## src/rtl/video_pkg.sv

```systemverilog
// Shared definitions for the text-mode fetch engine: FSM encoding, default geometry and VRAM map.
// Also holds the cell address helper shared by the character and colour reads.
package video_pkg;

  localparam int          DEF_COLS       = 40;
  localparam int          DEF_ROWS       = 25;
  localparam logic [13:0] DEF_TEXT_BASE  = 14'h3000;
  localparam logic [13:0] DEF_COLOR_BASE = 14'h3400;
  localparam int          ENTRY_W        = 22;

  typedef enum logic [1:0] {
    ST_IDLE     = 2'd0,
    ST_RD_CHAR  = 2'd1,
    ST_RD_COLOR = 2'd2,
    ST_DRAIN    = 2'd3
  } fetch_state_e;

  // Row-major cell address; the sum wraps modulo 2^14.
  function automatic logic [13:0] cell_addr(input logic [13:0] base, input logic [4:0] row,
                                            input logic [5:0] fcol, input int cols);
    return base + 14'(row) * 14'(cols) + 14'(fcol);
  endfunction

endpackage

```

## src/rtl/fetch_fifo.sv

```systemverilog
// Synchronous FIFO for {col, char, color} entries with flush, count, full and empty.
// A push while full is accepted only when a pop happens in the same cycle.
module fetch_fifo #(
  parameter int DEPTH = 4,
  parameter int W     = 22
) (
  input  logic                     clk,
  input  logic                     reset,
  input  logic                     flush,
  input  logic                     push,
  input  logic [W-1:0]             wdata,
  input  logic                     pop,
  output logic [W-1:0]             rdata,
  output logic [$clog2(DEPTH):0]   count,
  output logic                     full,
  output logic                     empty
);

  localparam int AW = $clog2(DEPTH);

  logic [W-1:0]  mem_q [DEPTH];
  logic [AW-1:0] wr_ptr_q, wr_ptr_d;
  logic [AW-1:0] rd_ptr_q, rd_ptr_d;
  logic [AW:0]   count_q, count_d;
  logic          do_push, do_pop;

  assign empty = (count_q == '0);
  assign full  = (count_q == (AW+1)'(DEPTH));
  assign count = count_q;
  assign rdata = mem_q[rd_ptr_q];

  always_comb begin
    do_pop   = pop & ~empty;
    do_push  = push & (~full | do_pop);
    wr_ptr_d = wr_ptr_q;
    rd_ptr_d = rd_ptr_q;
    count_d  = count_q;
    if (flush) begin
      wr_ptr_d = '0;
      rd_ptr_d = '0;
      count_d  = '0;
    end else begin
      if (do_push) wr_ptr_d = wr_ptr_q + 1'b1;
      if (do_pop)  rd_ptr_d = rd_ptr_q + 1'b1;
      case ({do_push, do_pop})
        2'b10:   count_d = count_q + 1'b1;
        2'b01:   count_d = count_q - 1'b1;
        default: count_d = count_q;
      endcase
    end
  end

  always_ff @(posedge clk) begin
    if (reset) begin
      wr_ptr_q <= '0;
      rd_ptr_q <= '0;
      count_q  <= '0;
    end else begin
      wr_ptr_q <= wr_ptr_d;
      rd_ptr_q <= rd_ptr_d;
      count_q  <= count_d;
    end
  end

  always_ff @(posedge clk) begin
    if (do_push && !flush) mem_q[wr_ptr_q] <= wdata;
  end

endmodule

```

## src/rtl/vram_text_fetch.sv

```systemverilog
// Text-row fetch engine: reads char and colour bytes per column from VRAM into an output FIFO.
// Optional VRAM_FETCH_HSCROLL_EN adds a horizontal scroll input sampled at line_start.
module vram_text_fetch
  import video_pkg::*;
#(
  parameter int          COLS       = DEF_COLS,
  parameter int          ROWS       = DEF_ROWS,
  parameter logic [13:0] TEXT_BASE  = DEF_TEXT_BASE,
  parameter logic [13:0] COLOR_BASE = DEF_COLOR_BASE,
  parameter int          FIFO_DEPTH = 4
) (
  input  logic        clk,
  input  logic        reset,
  input  logic        line_start,
  input  logic [7:0]  line_idx,
`ifdef VRAM_FETCH_HSCROLL_EN
  input  logic [5:0]  hscroll,
`endif
  output logic [13:0] vram_addr,
  input  logic [7:0]  vram_rddata,
  output logic        out_valid,
  input  logic        out_ready,
  output logic [5:0]  out_col,
  output logic [7:0]  out_char,
  output logic [7:0]  out_color,
  output logic        busy,
  output logic        overrun,
  output logic [1:0]  dbg_state
);

  // Handshake: the head entry transfers in any cycle where out_valid && out_ready are both
  // high at the clock edge; while out_valid && !out_ready the head fields hold steady.

  fetch_state_e state_q, state_d;
  logic [4:0]   row_q, row_d;
  logic [5:0]   col_q, col_d;
  logic [5:0]   fcol_q, fcol_d;
  logic [13:0]  addr_q, addr_d;
  logic [7:0]   char_q, char_d;
  logic         push_q, push_d;
  logic [5:0]   push_col_q, push_col_d;
  logic         overrun_q, overrun_d;

  logic                          flush;
  logic                          fifo_push, fifo_pop;
  logic [ENTRY_W-1:0]            fifo_wdata, fifo_rdata;
  logic [$clog2(FIFO_DEPTH):0]   fifo_count;
  logic                          fifo_full, fifo_empty;

  logic [4:0] row_in;
  logic       row_ok;
  logic [5:0] start_fcol;
  logic [5:0] fcol_inc;
  logic       gate_ok;
  logic       unused_bits;

  assign row_in      = line_idx[7:3];
  assign row_ok      = int'(row_in) < ROWS;
  assign unused_bits = ^line_idx[2:0];
`ifdef VRAM_FETCH_HSCROLL_EN
  assign start_fcol  = 6'(int'(hscroll) % COLS);
`else
  assign start_fcol  = 6'd0;
`endif
  assign fcol_inc    = (fcol_q == 6'(COLS - 1)) ? 6'd0 : fcol_q + 6'd1;
  // The entry pushed this cycle still occupies a slot, so it counts against free space.
  assign gate_ok     = !fifo_full && ((int'(fifo_count) + int'(push_q)) < FIFO_DEPTH);

  always_comb begin
    state_d    = state_q;
    row_d      = row_q;
    col_d      = col_q;
    fcol_d     = fcol_q;
    addr_d     = addr_q;
    char_d     = char_q;
    push_d     = 1'b0;
    push_col_d = push_col_q;
    overrun_d  = 1'b0;
    flush      = 1'b0;
    case (state_q)
      ST_IDLE: begin
        if (line_start && row_ok) begin
          row_d   = row_in;
          col_d   = 6'd0;
          fcol_d  = start_fcol;
          addr_d  = cell_addr(TEXT_BASE, row_in, start_fcol, COLS);
          state_d = ST_RD_CHAR;
        end
      end
      ST_RD_CHAR: begin
        if (gate_ok) begin
          addr_d  = cell_addr(COLOR_BASE, row_q, fcol_q, COLS);
          state_d = ST_RD_COLOR;
        end
      end
      ST_RD_COLOR: begin
        char_d     = vram_rddata;
        push_d     = 1'b1;
        push_col_d = col_q;
        if (col_q == 6'(COLS - 1)) begin
          state_d = ST_DRAIN;
        end else begin
          col_d   = col_q + 6'd1;
          fcol_d  = fcol_inc;
          addr_d  = cell_addr(TEXT_BASE, row_q, fcol_inc, COLS);
          state_d = ST_RD_CHAR;
        end
      end
      ST_DRAIN: begin
        if (fifo_empty && !push_q) state_d = ST_IDLE;
      end
      default: state_d = ST_IDLE;
    endcase
    // A new line while busy wins over whatever the FSM was doing.
    if (line_start && state_q != ST_IDLE) begin
      overrun_d = 1'b1;
      flush     = 1'b1;
      push_d    = 1'b0;
      if (row_ok) begin
        row_d   = row_in;
        col_d   = 6'd0;
        fcol_d  = start_fcol;
        addr_d  = cell_addr(TEXT_BASE, row_in, start_fcol, COLS);
        state_d = ST_RD_CHAR;
      end else begin
        state_d = ST_IDLE;
      end
    end
  end

  always_ff @(posedge clk) begin
    if (reset) begin
      state_q    <= ST_IDLE;
      row_q      <= '0;
      col_q      <= '0;
      fcol_q     <= '0;
      addr_q     <= '0;
      char_q     <= '0;
      push_q     <= 1'b0;
      push_col_q <= '0;
      overrun_q  <= 1'b0;
    end else begin
      state_q    <= state_d;
      row_q      <= row_d;
      col_q      <= col_d;
      fcol_q     <= fcol_d;
      addr_q     <= addr_d;
      char_q     <= char_d;
      push_q     <= push_d;
      push_col_q <= push_col_d;
      overrun_q  <= overrun_d;
    end
  end

  // The colour byte arrives the cycle after RD_COLOR and is written straight into the FIFO.
  assign fifo_push  = push_q & ~flush;
  assign fifo_wdata = {push_col_q, char_q, vram_rddata};
  assign fifo_pop   = out_valid & out_ready;

  fetch_fifo #(
    .DEPTH (FIFO_DEPTH),
    .W     (ENTRY_W)
  ) u_fifo (
    .clk   (clk),
    .reset (reset),
    .flush (flush),
    .push  (fifo_push),
    .wdata (fifo_wdata),
    .pop   (fifo_pop),
    .rdata (fifo_rdata),
    .count (fifo_count),
    .full  (fifo_full),
    .empty (fifo_empty)
  );

  assign vram_addr = addr_q;
  assign out_valid = ~fifo_empty;
  assign out_col   = fifo_empty ? 6'd0 : fifo_rdata[21:16];
  assign out_char  = fifo_empty ? 8'd0 : fifo_rdata[15:8];
  assign out_color = fifo_empty ? 8'd0 : fifo_rdata[7:0];
  assign busy      = (state_q != ST_IDLE);
  assign overrun   = overrun_q;
  assign dbg_state = state_q;

endmodule

```

## config.mk

```make
export PLATFORM = sky130hd
export DESIGN_NAME = vram_text_fetch
export DESIGN_NICKNAME = d
export VERILOG_FILES = /design/src/rtl/video_pkg.sv /design/src/rtl/fetch_fifo.sv /design/src/rtl/vram_text_fetch.sv
export SDC_FILE = /design/constraint.sdc
export NUM_CORES = 1
export LEC_CHECK = 0
export CAP_MARGIN = 20
export CORE_ASPECT_RATIO = 0.6
export CORE_MARGIN = 3
export CORE_UTILIZATION = 55
export CTS_CLUSTER_DIAMETER = 150
export DETAILED_ROUTE_END_ITERATION = 8
export PLACE_DENSITY = 0.8
export SLEW_MARGIN = 20
export SYNTH_ARGS = -nofsm -noshare
export SYNTH_HDL_FRONTEND = slang
export SYNTH_SLANG_ARGS = --single-unit
```

## constraint.sdc

```tcl
create_clock -name clk -period 3 [get_ports clk]
set_input_delay 0.9 -clock clk [delete_from_list [all_inputs] [get_ports clk]]
set_output_delay 0.9 -clock clk [all_outputs]
set_load 0.02 [all_outputs]
```

==> key figures <==
Status
  – Status: complete, no violations

Timing
  – Setup WS post-layout: 68.4 ps
  – Final count of hold timing violations: 0
  – RSZ-0062 raised after global routing: false
  – Worst-Margin Slew: 714 ps
  – Fmax: 341 MHz
  – Slew HR: 52.0%
  – Minimum clock period: ~2900 ps
  – Crit share post-route: between 90% and 100%
  – Hold_ws: 496 ps
  – Clock skew: 12.0 ps
  – Max-slew violation count: 0
  – Setup violators final: 0

Worst setup path
  – RR Startpoint: row_q[1]$_SDFF_PP0_
  – Worst R2R End: vram_addr[11]$_SDFF_PP0_
  – CP max FO: 11
  – R2r worst-path depth: 7
  – Crit start category: flip-flop
  – Setup crit end kind: output port
  – Cell Chain, Critical Path: buf_12 > mux4_2 > and2_1 > dlygate4sd2_1
  – Max stage delay on crit path: 510 ps
  – Crit path required time: 2100 ps
  – Crit path buffers/inverters: 2
  – Critical path type: flip-flop to output port
  – CP max-delay cell: mux4_2
  – Worst path top cell family by delay: buffers and inverters
  – Critical path arrival: 2030 ps
  – R2R setup slack: about 200 ps

Place
  – Hpwl dp: 11.2 mm
  – Post-placement cell count: 784
  – Setup slack after placement: -63.6 ps
  – GP Congestion: 0.942
  – DP Area: about 7700 sq um
  – IO Port Bufs: 57

Route
  – DRT Wirelength: about 17 mm
  – Vias post-DR: 5064
  – DRT Pass-1 Iters: 5
  – Residual DRC count: 0
  – Vias per cell: 6.20
  – Detail Route Antenna Nets: 0
  – Drt initial violations: roughly 560
  – Routed WL per cell: 21.2 um

Power and ir drop
  – Worst vdd ir: 0.000403 V
  – Pwr/cell area: 612 nW/um^2
  – Total Power: between 0.005 and 0.006 W
  – P_leak: around 3.0 nW

Job
  – Max Cap Violations: 0

Clocking
  – Clock latency on the worst-skew pair: 420 ps
  – TritonCTS Buffers: 17
  – Longest Clk Path Bufs: 2
  – Root Buffer: clkbuf_16
  – H-tree levels: 4
  – CTS tree: built
  – Post-CTS Setup Inserts: 0
  – CTS sink cnt: 146
  – Cts hold-fix bufs: 0
  – Clock slew seen by the registers of the worst setup and hold paths: 60 ps

Die
  – Die X: 148 um
  – Die Area: 13500 sq um
  – Starting Density: 57.7%
  – IO Pins: 61
  – Rows: 30
  – Core area: 11600 sq um
  – Overall die height: 91.3 um

Synth
  – Syn Nets: 609
  – Post-synth EDFFs: between 80 and 90
  – Synth top area cells: edfxtp_1 (40%), dfxtp_1 (17%), mux4_2 (7.4%)
  – Seq/Total Area, Yosys: a little under three fifths
  – Cells after Synth: 560
  – Synth Cell Area: roughly 6700 sq um
  – Main flop type after synthesis: edfxtp_1
  – Yosys reg bits: 146
  – Synth warnings: 0
  – Syn avg cell area: around 12 sq um
  – Cell taking the most area after synthesis: edfxtp_1
  – Distinct cells, synth: 54
  – Fraction of registers with async set/reset: 0%
  – Top-area cell type share of the netlist area: between 30% and 40%

Final layout
  – Number of diodes: 0
  – Post-Layout Cell Count: 817
  – Final #Nets: 693
  – Fraction of layout cells with a size suffix above 1: 15.4%
  – Area grow syn2layout: 23.6%
  – Most common cell after layout, fill and taps aside: edfxtp_1
  – # fillers: 819
  – Most frequent cells in the layout: edfxtp_1 (88), nand2_1 (56), dfxtp_1 (56)
  – Final instance area: 8250 sq um

Hold path
  – Hold-critical path depth: 2
  – Hold path start: vram_addr[8]$_SDFF_PP0_
  – Hold endpoint: vram_addr[8]$_SDFF_PP0_
  – HP Class: flip-flop to flip-flop

GRT
  – Grt total ovfl: 0
  – Pin count of the biggest net entering global routing: 35
  – GRT Total Usage: 26.2%
  – Vias in the first global route: 5029
  – Initial antenna violation count: 0
  – First-pass GRT wire length: 27.3 mm
-- layer usage --
metal	up-vias	global-route usage [%]	part of all wire, %
met5	-	0	0
met4	0	6.99	1.5
met3	29	9.58	9.9
met2	253	38.3	45
met1	2523	37.3	43
li1	2259	-	-
-- worst register-to-register path: stages (launching register included) --
cell and delay (ps):
dfxtp_1 420, ha_1 260, ha_1 230, fa_1 600, nand2_1 160, or2_0 330
or4_1 530, a31oi_1 190
-- final cells by class --
cell class              instances  area (sq um)  share of cell area (%)
flip-flops and latches        146          3810                    46.1
repair buffers                 93           931                    11.3
multi-input cells             363          2680                    32.5
inverters                      23          86.3                    1.05
clock buffers                  17           425                    5.16
well taps                     160           200                    2.43
clock inverters                15           120                    1.46
-- synthesized netlist by cell type (3+ instances only) --
cell / n
nor2b_1: 5
ha_1: 24
and2_1: 26
o21ai_0: 24
fa_1: 5
nor4_1: 4
mux4_2: 22
a31oi_1: 11
edfxtp_1: 88
buf_2: 6
a21o_1: 6
xnor2_1: 9
or3_1: 8
and3_1: 6
o31ai_1: 3
nand4b_1: 3
inv_1: 23
a221oi_1: 8
xor2_1: 5
nor2_1: 33
nand2_1: 56
clkbuf_1: 22
a211oi_1: 3
dfxtp_1: 58
nand3_1: 6
a22oi_1: 5
nor3_1: 5
nand3b_1: 3
a21oi_1: 48
o211ai_1: 3
-- sequential cells by signal, summed over array words and instances (netlist names), named ones only --
name and flops:
u_fifo.mem_q 88, char_q 8, overrun 1, push_q 1
col_q 6, vram_addr 14, u_fifo.rd_ptr_q 2, u_fifo.wr_ptr_q 2
dbg_state 2, row_q 5, fcol_q 6, u_fifo.count 3
push_col_q 6
-- cell families after synthesis --
kind of cell,after synthesis,synth area share (%)
AO/OA/AOI/OAI,127,11.8
XOR/XNOR,14,1.84
adder cells (fa/ha/maj),29,6.00
buffers and inverters,51,2.98
flip-flops,146,57.0
multiplexers,24,7.74
AND/OR/NAND/NOR,169,12.7
-- power by group --
group          total, W  switching, W  leakage [nW]  internal [W]
registers       0.00220     0.0000419          1.28       0.00216
clock network   0.00197      0.000887         0.261       0.00108
logic          0.000885      0.000491          1.46      0.000394
total           0.00505       0.00142          3.00       0.00363
-- stage by stage --
| stage | setup TNS (ps) | utilization (%) |
|---|---|---|
| floorplan | 0 | - |
| global placement | 0 | 66.6 |
| global route | 0 | 71.4 |
| finish | 0 | 71.4 |
| CTS | 0 | 71.0 |
| detailed placement | -67.3 | 66.6 |
-- how the worst max path moves through the flow --
stage	to	slack (ps)	cells after the start
finish	out_col[5]	70	4
global route	out_col[5]	7	4
CTS	out_col[5]	10	4
detailed placement	vram_addr[7]$_SDFF_PP0_	-60	8
global placement	vram_addr[7]$_SDFF_PP0_	6	8
floorplan	vram_addr[11]$_SDFF_PP0_	420	8
-- repair_timing --
action	CTS	global route
resized for setup	22	4
pin swaps	0	0
endpoints found under the setup margin	22	12
gates cloned	0	1
Note: power is estimated with default switching activity, not from simulation.
==> variant 1, RTL diff (same settings) <==
Take the reset off `push_col_q` and load it in a clocked block of its own.
--- a/src/rtl/vram_text_fetch.sv
+++ b/src/rtl/vram_text_fetch.sv
@@ -139,3 +139,2 @@
       push_q     <= 1'b0;
-      push_col_q <= '0;
       overrun_q  <= 1'b0;
@@ -149,5 +148,8 @@
       push_q     <= push_d;
-      push_col_q <= push_col_d;
       overrun_q  <= overrun_d;
     end
+  end
+
+  always_ff @(posedge clk) begin
+    push_col_q <= push_col_d;
   end
Check against the original RTL: no difference found for any inputs over 10 cycles, from zero or initial values and one cycle with reset high; that may be too few to reach the edited logic, so the function may still have changed.
==> variant 1 against the unedited design <==
Synthesized area hardly changed. Routed wire length is 3.7% higher. Via count is 1.6% lower. Sequential cell count stayed put. Utilization is 1.0 points higher. Highest routed layer unchanged. Worst setup slack better by 0.019 ns. Combinational power is 44% lower. Final area is 1.4% higher. Total power is 4.3% lower. Non-clock buffer count is 6 higher. Critical endpoint is now out_char[4].
==> variant 1: results (changes against the unedited design) <==
| Metric | Value |
|---|---|
| Synth Instances | 530 (-5.4%) |
| Dpl cells | 762 (-2.8%) |
| Crit path max-delay family | multiplexers |
| Pwr dens | 577.2 mW/mm2 (-5.6%) |
| Met1 wire length | 7.535 mm (+0.80%) |
| Synth cell count leaders | edfxtp_1 (94), dfxtp_1 (52), nand2_1 (43) |
| Switching share of power | 0.2501 (-0.03116) |
| Number of DRC markers in iteration 0 | 519 (-7.5%) |
| Dpl hpwl | 11.20 mm (-0.25%) |
| Count of different cell masters after synthesis | 60 (+11%) |
| Combinational Power | 0.000498 W (-44%) |
| Worst-path clk slew | 0.07 ns |
| Largest net degree at the start of global routing | 30 (-14%) |
| Post-synthesis mux area share | 0.07715 (-0.0002598) |
| WL met3 | 1.561 mm (-9.1%) |
| Worst slew margin | 0.3882 (-0.1320) |
| Gp weighted congestion | 0.8994 (-4.5%) |
| TritonCTS Buffers | 17 (unchanged) |
| M2 GR Usage | 0.4178 (+0.03491) |
| Post-route clock skew | 0.01536 ns (+0.003402 ns) |
| Seq/Total Area, Yosys | 0.5783 (+0.008455) |
| All-Layer GR Usage | 0.2682 (+0.006207) |
| Post-Synth XOR/XNOR Area | 0.02434 (+0.005975) |
| Arr. time, crit path | 2.01 ns (-0.02 ns) |
| Global-route wire length before repair | 27.25 mm (-0.33%) |
| Vias in the first global route | 4,732 (-5.9%) |
| Post-synth EDFFs | 94 (+6.8%) |
| Clock power share | 0.444 (+0.055) |
| Peak supply drop | 0.5140 mV (+27%) |
| Crit path max fanout | 11 (unchanged) |
| Post-Synth Adder-Cell Area | 0.05993 (about the same) |
| Post-synth net total | 579 (-4.9%) |
| DR vias/cell | 6.259 (+0.98%) |
| Antenna violations before repair | 0 (unchanged) |
| Primary FF master, synth | edfxtp_1 |
| Starting Density | 0.5779 (about the same) |
| CP max stage delay | 0.51 ns (about the same) |
| Nets | 672 (-3.0%) |
| Top cells by area, synth | edfxtp_1 (42%), dfxtp_1 (16%), mux4_2 (7.4%) |
| Met2 WL | 8.430 mm (+7.0%) |
| CTS resizes | 26 (+18%) |
| Layout cell share with drive strength beyond 1 | 0.1745 (+0.02080) |
| Clk Latency, worst-skew pair | 0.43 ns |
| LEAKAGE | 3.113 nW (+3.7%) |
| M1 GR Usage | 0.3815 (+0.008771) |
| Worst slack at placement | -0.1964 ns (-0.1327 ns) |
| H-tree depth | 4 (unchanged) |
| Fraction of registers with async set/reset | 0 (unchanged) |
| Status | finished, final reports clean |
| Compound-Gate Fraction of Synth Area | 0.1127 (-0.004979) |
| First-pass detailed-route iteration total | 5 (unchanged) |
| Dpl cell area | 0.007726 mm2 (+0.39%) |
| Largest register FFs | 88 (unchanged) |
| Met3 Use GR | 0.05436 (-0.04140) |
| Drt total wl | 17.96 mm (+3.7%) |
| YS warnings | 0 (unchanged) |
| Wire length per cell | 22.57 um (+6.4%) |
variant 1: changes by cell type in the layout (fill, tap and decap cells not counted), moves of 6 or more:
cell,unedited run,this run
dfxtp_1,56,50
buf_4,27,33
edfxtp_1,88,94
nand3_1,6,12
o21ai_0,24,13
nand2_1,56,43
a21oi_1,48,39
variant 1: path summary, 6_finish.rpt:
kind / slack (ns) / start / end / cells after the start
setup / recovery: 0.09 / flop / out_char[4] / 4
hold / removal: 0.49 / vram_addr[2] / vram_addr[2] / 2
setup reg to reg: 0.15 / fcol_q[1] / vram_addr[7] / 11
hold reg to reg: 0.49 / vram_addr[2] / vram_addr[2] / 2
variant 1: cell type report:
class / instances / area (um2)
multi-input combinational: 337 / 2640
fill: 763 / 3191
clock buffer: 17 / 425.4
tap: 160 / 200.2
clock inverter: 15 / 168.9
timing repair buffer: 99 / 984.7
inverter: 22 / 82.58
sequential: 146 / 3869
==> variant 2, RTL diff (config.mk and constraints unchanged) <==
Without the edit above. Add a define of `VRAM_FETCH_HSCROLL_EN`.
--- a/src/rtl/vram_text_fetch.sv
+++ b/src/rtl/vram_text_fetch.sv
@@ -2,2 +2,4 @@
 // Optional VRAM_FETCH_HSCROLL_EN adds a horizontal scroll input sampled at line_start.
+`define VRAM_FETCH_HSCROLL_EN
+
 module vram_text_fetch
Interface: changed (added hscroll); port bits go from 61 to 67. The function was not compared with the original's and may differ.
==> variant 2 against the unedited design <==
Synthesized area up 2.5%. Via count increased by 1.2%. Global-route usage increased by 0.34 points. Non-clock buffer count up 27. Total power down 3.8%. Combinational power shrank 37%. Sequential share of layout area is 2.3 points lower. Critical path depth shrank 1. Final area rose by 5.3%. Worst setup slack lost 0.0087 ns. Sequential cell count unchanged. Routed wire length up 4.1%. Highest routed layer unchanged.
==> variant 2: results (changes against the unedited design) <==
| Metric | Value |
|---|---|
| Crit path max-delay family | buffers and inverters |
| Antenna violations before repair | 0 (unchanged) |
| Global-route wire length before repair | 27.80 mm (+1.7%) |
| Biggest register | u_fifo.mem_q |
| Worst Hold Class | flop to flop |
| Clock Tree Buf Depth | 2 (unchanged) |
| Largest net degree at the start of global routing | 26 (-26%) |
| Post-synth EDFFs | 88 (unchanged) |
| Arr. time, crit path | 2.04 ns |
| Worst-path clk slew | 0.07 ns |
| Clk Latency, worst-skew pair | 0.42 ns (about the same) |
| Nets | 736 (+6.2%) |
| All-Layer GR Usage | 0.2654 (+0.003446) |
| WL met3 | 1.592 mm (-7.3%) |
| Number of DRC markers in iteration 0 | 486 (-13%) |
| Peak supply drop | 0.3435 mV (-15%) |
| Worst slack at placement | -0.4913 ns (-0.4276 ns) |
| CP max stage delay | 0.57 ns (+0.06 ns) |
| YS warnings | 0 (unchanged) |
| Post-route ant nets | 0 (unchanged) |
| Clk root buf | clkbuf_16 |
| Crit path max fanout | 25 (+14) |
| Met2 WL | 8.246 mm (+4.6%) |
| # diodes | 0 (unchanged) |
| Post-route clock skew | 0.009247 ns (-0.002713 ns) |
| Reg2reg setup slack | 0.22 ns (+0.02 ns) |
| Slowest-stage cell, CP | clkdlybuf4s50_1 |
| Synth cell count leaders | edfxtp_1 (88), dfxtp_1 (58), nand2_1 (52) |
| Drt total wl | 18.03 mm (+4.1%) |
| Fraction of registers with async set/reset | 0 (unchanged) |
| TritonCTS Buffers | 17 (unchanged) |
| Met1 wire length | 8.026 mm (+7.4%) |
| Fmax | 0.3401 GHz (-0.30%) |
| Gp weighted congestion | 0.9612 (+2.1%) |
| Seq/Total Area, Yosys | 0.5557 (-0.01416) |
| Primary FF master, synth | edfxtp_1 |
| Top cells by area, synth | edfxtp_1 (39%), dfxtp_1 (17%), mux4_2 (7.2%) |
| Vias | 5,123 (+1.2%) |
| H-tree depth | 4 (unchanged) |
| Layout cell share with drive strength beyond 1 | 0.1812 (+0.02743) |
| Post-synth net total | 624 (+2.5%) |
| Count of different cell masters after synthesis | 59 (+9.3%) |
| Top Layer Used | met4 |
| First-pass detailed-route iteration total | 5 (unchanged) |
| Final setup viols | 0 (unchanged) |
| Hold buffer count at cts | 0 (unchanged) |
| Port Buf Inserts | 63 (+11%) |
| Dpl hpwl | 12.22 mm (+8.8%) |
| Status | finished, final reports clean |
| Setup bufs post-CTS | 0 (unchanged) |
| Worst slew margin | 0.4120 (-0.1082) |
| Number of fill cells | 771 (-5.9%) |
| LEAKAGE | 3.317 nW (+10%) |
| Largest register FFs | 88 (unchanged) |
| Vias in the first global route | 4,998 (-0.62%) |
==> variant 2: cell count changes after synthesis, moves of 5 or more <==
cell	before	now
a31oi_1	11	1
nor3_1	5	11
nand3_1	6	11
or3_1	8	3
o22ai_1	1	8
clkbuf_1	22	13
o21ai_0	24	14
xnor2_1	9	16
==> variant 2: final timing paths <==
kind                   startpoint             to  cells after the start
setup / recovery  u_fifo.count[2]      out_valid                      3
hold / removal           col_q[5]  push_col_q[5]                      2
setup reg to reg        fcol_q[0]   vram_addr[9]                     11
hold reg to reg          col_q[5]  push_col_q[5]                      2
==> variant 2: layout make-up <==
| cell class | instances | share of cell area |
|---|---|---|
| repair buffers | 120 | 0.1322 |
| well taps | 160 | 0.02305 |
| flip-flops and latches | 146 | 0.4381 |
| clock inverters | 15 | 0.01930 |
| clock buffers | 17 | 0.04898 |
| multi-input cells | 372 | 0.3297 |
| inverters | 20 | 0.008643 |
==> variant 2: power breakdown <==
| group | internal (W) | switching, W | total [W] |
|---|---|---|---|
| registers | 0.00215 | 0.0000357 | 0.00219 |
| clock network | 0.00119 | 0.000927 | 0.00212 |
| logic | 0.000259 | 0.000296 | 0.000555 |
==> variant 2: cell families after synthesis <==
group	count (synthesis)	synth area share
buf+inv	47	0.03016
compound gates	119	0.1155
mux	23	0.07384
xor+xnor	24	0.03180
fa+ha+maj	35	0.06982
flops	146	0.5557
simple gates	171	0.1232
==> variant 2: repair_timing <==
action | 4_1_cts | 5_1_grt
hold endpoints to repair | 0 | 0
gates resized for setup | 23 | 7
pin swaps | 0 | 2
endpoints found under the setup margin | 25 | 14
gates cloned | 0 | 1
==> variant 2: routing by layer <==
layer  up-vias  GRT usage
met5         -          0
met4         0    0.05632
met3        21    0.07579
met2       235     0.3984
met1      2535     0.3884
li1       2332          -
==> variant 2: per-stage QoR <==
| stage | instance area [um2] | util | setup TNS [ns] | cells | hold slack, ns |
|---|---|---|---|---|---|
| final | 8686 | 0.7417 | 0 | 850 | 0.4869 |
| after global routing | 8686 | 0.7417 | 0 | 850 | 0.5062 |
| after CTS | 8635 | 0.7373 | 0 | 849 | 0.4796 |
| after detailed placement | 8065 | 0.6887 | -2.682 | 817 | 0.4690 |
| after global placement | 8065 | 0.6887 | -2.158 | 817 | 0.4606 |
| after floorplan | 6845 | - | 0 | 565 | 0.4451 |
==> variant 2: worst reg2reg max path: cells and delay by family, from the launching register on <==
kind | cells | cell delay (ns)
and+or+nand+nor | 4 | 0.48
adders and majority gates | 3 | 0.92
xor gates and xnor gates | 1 | 0.13
AOI/OAI and AO/OA | 3 | 0.71
DFF | 1 | 0.41
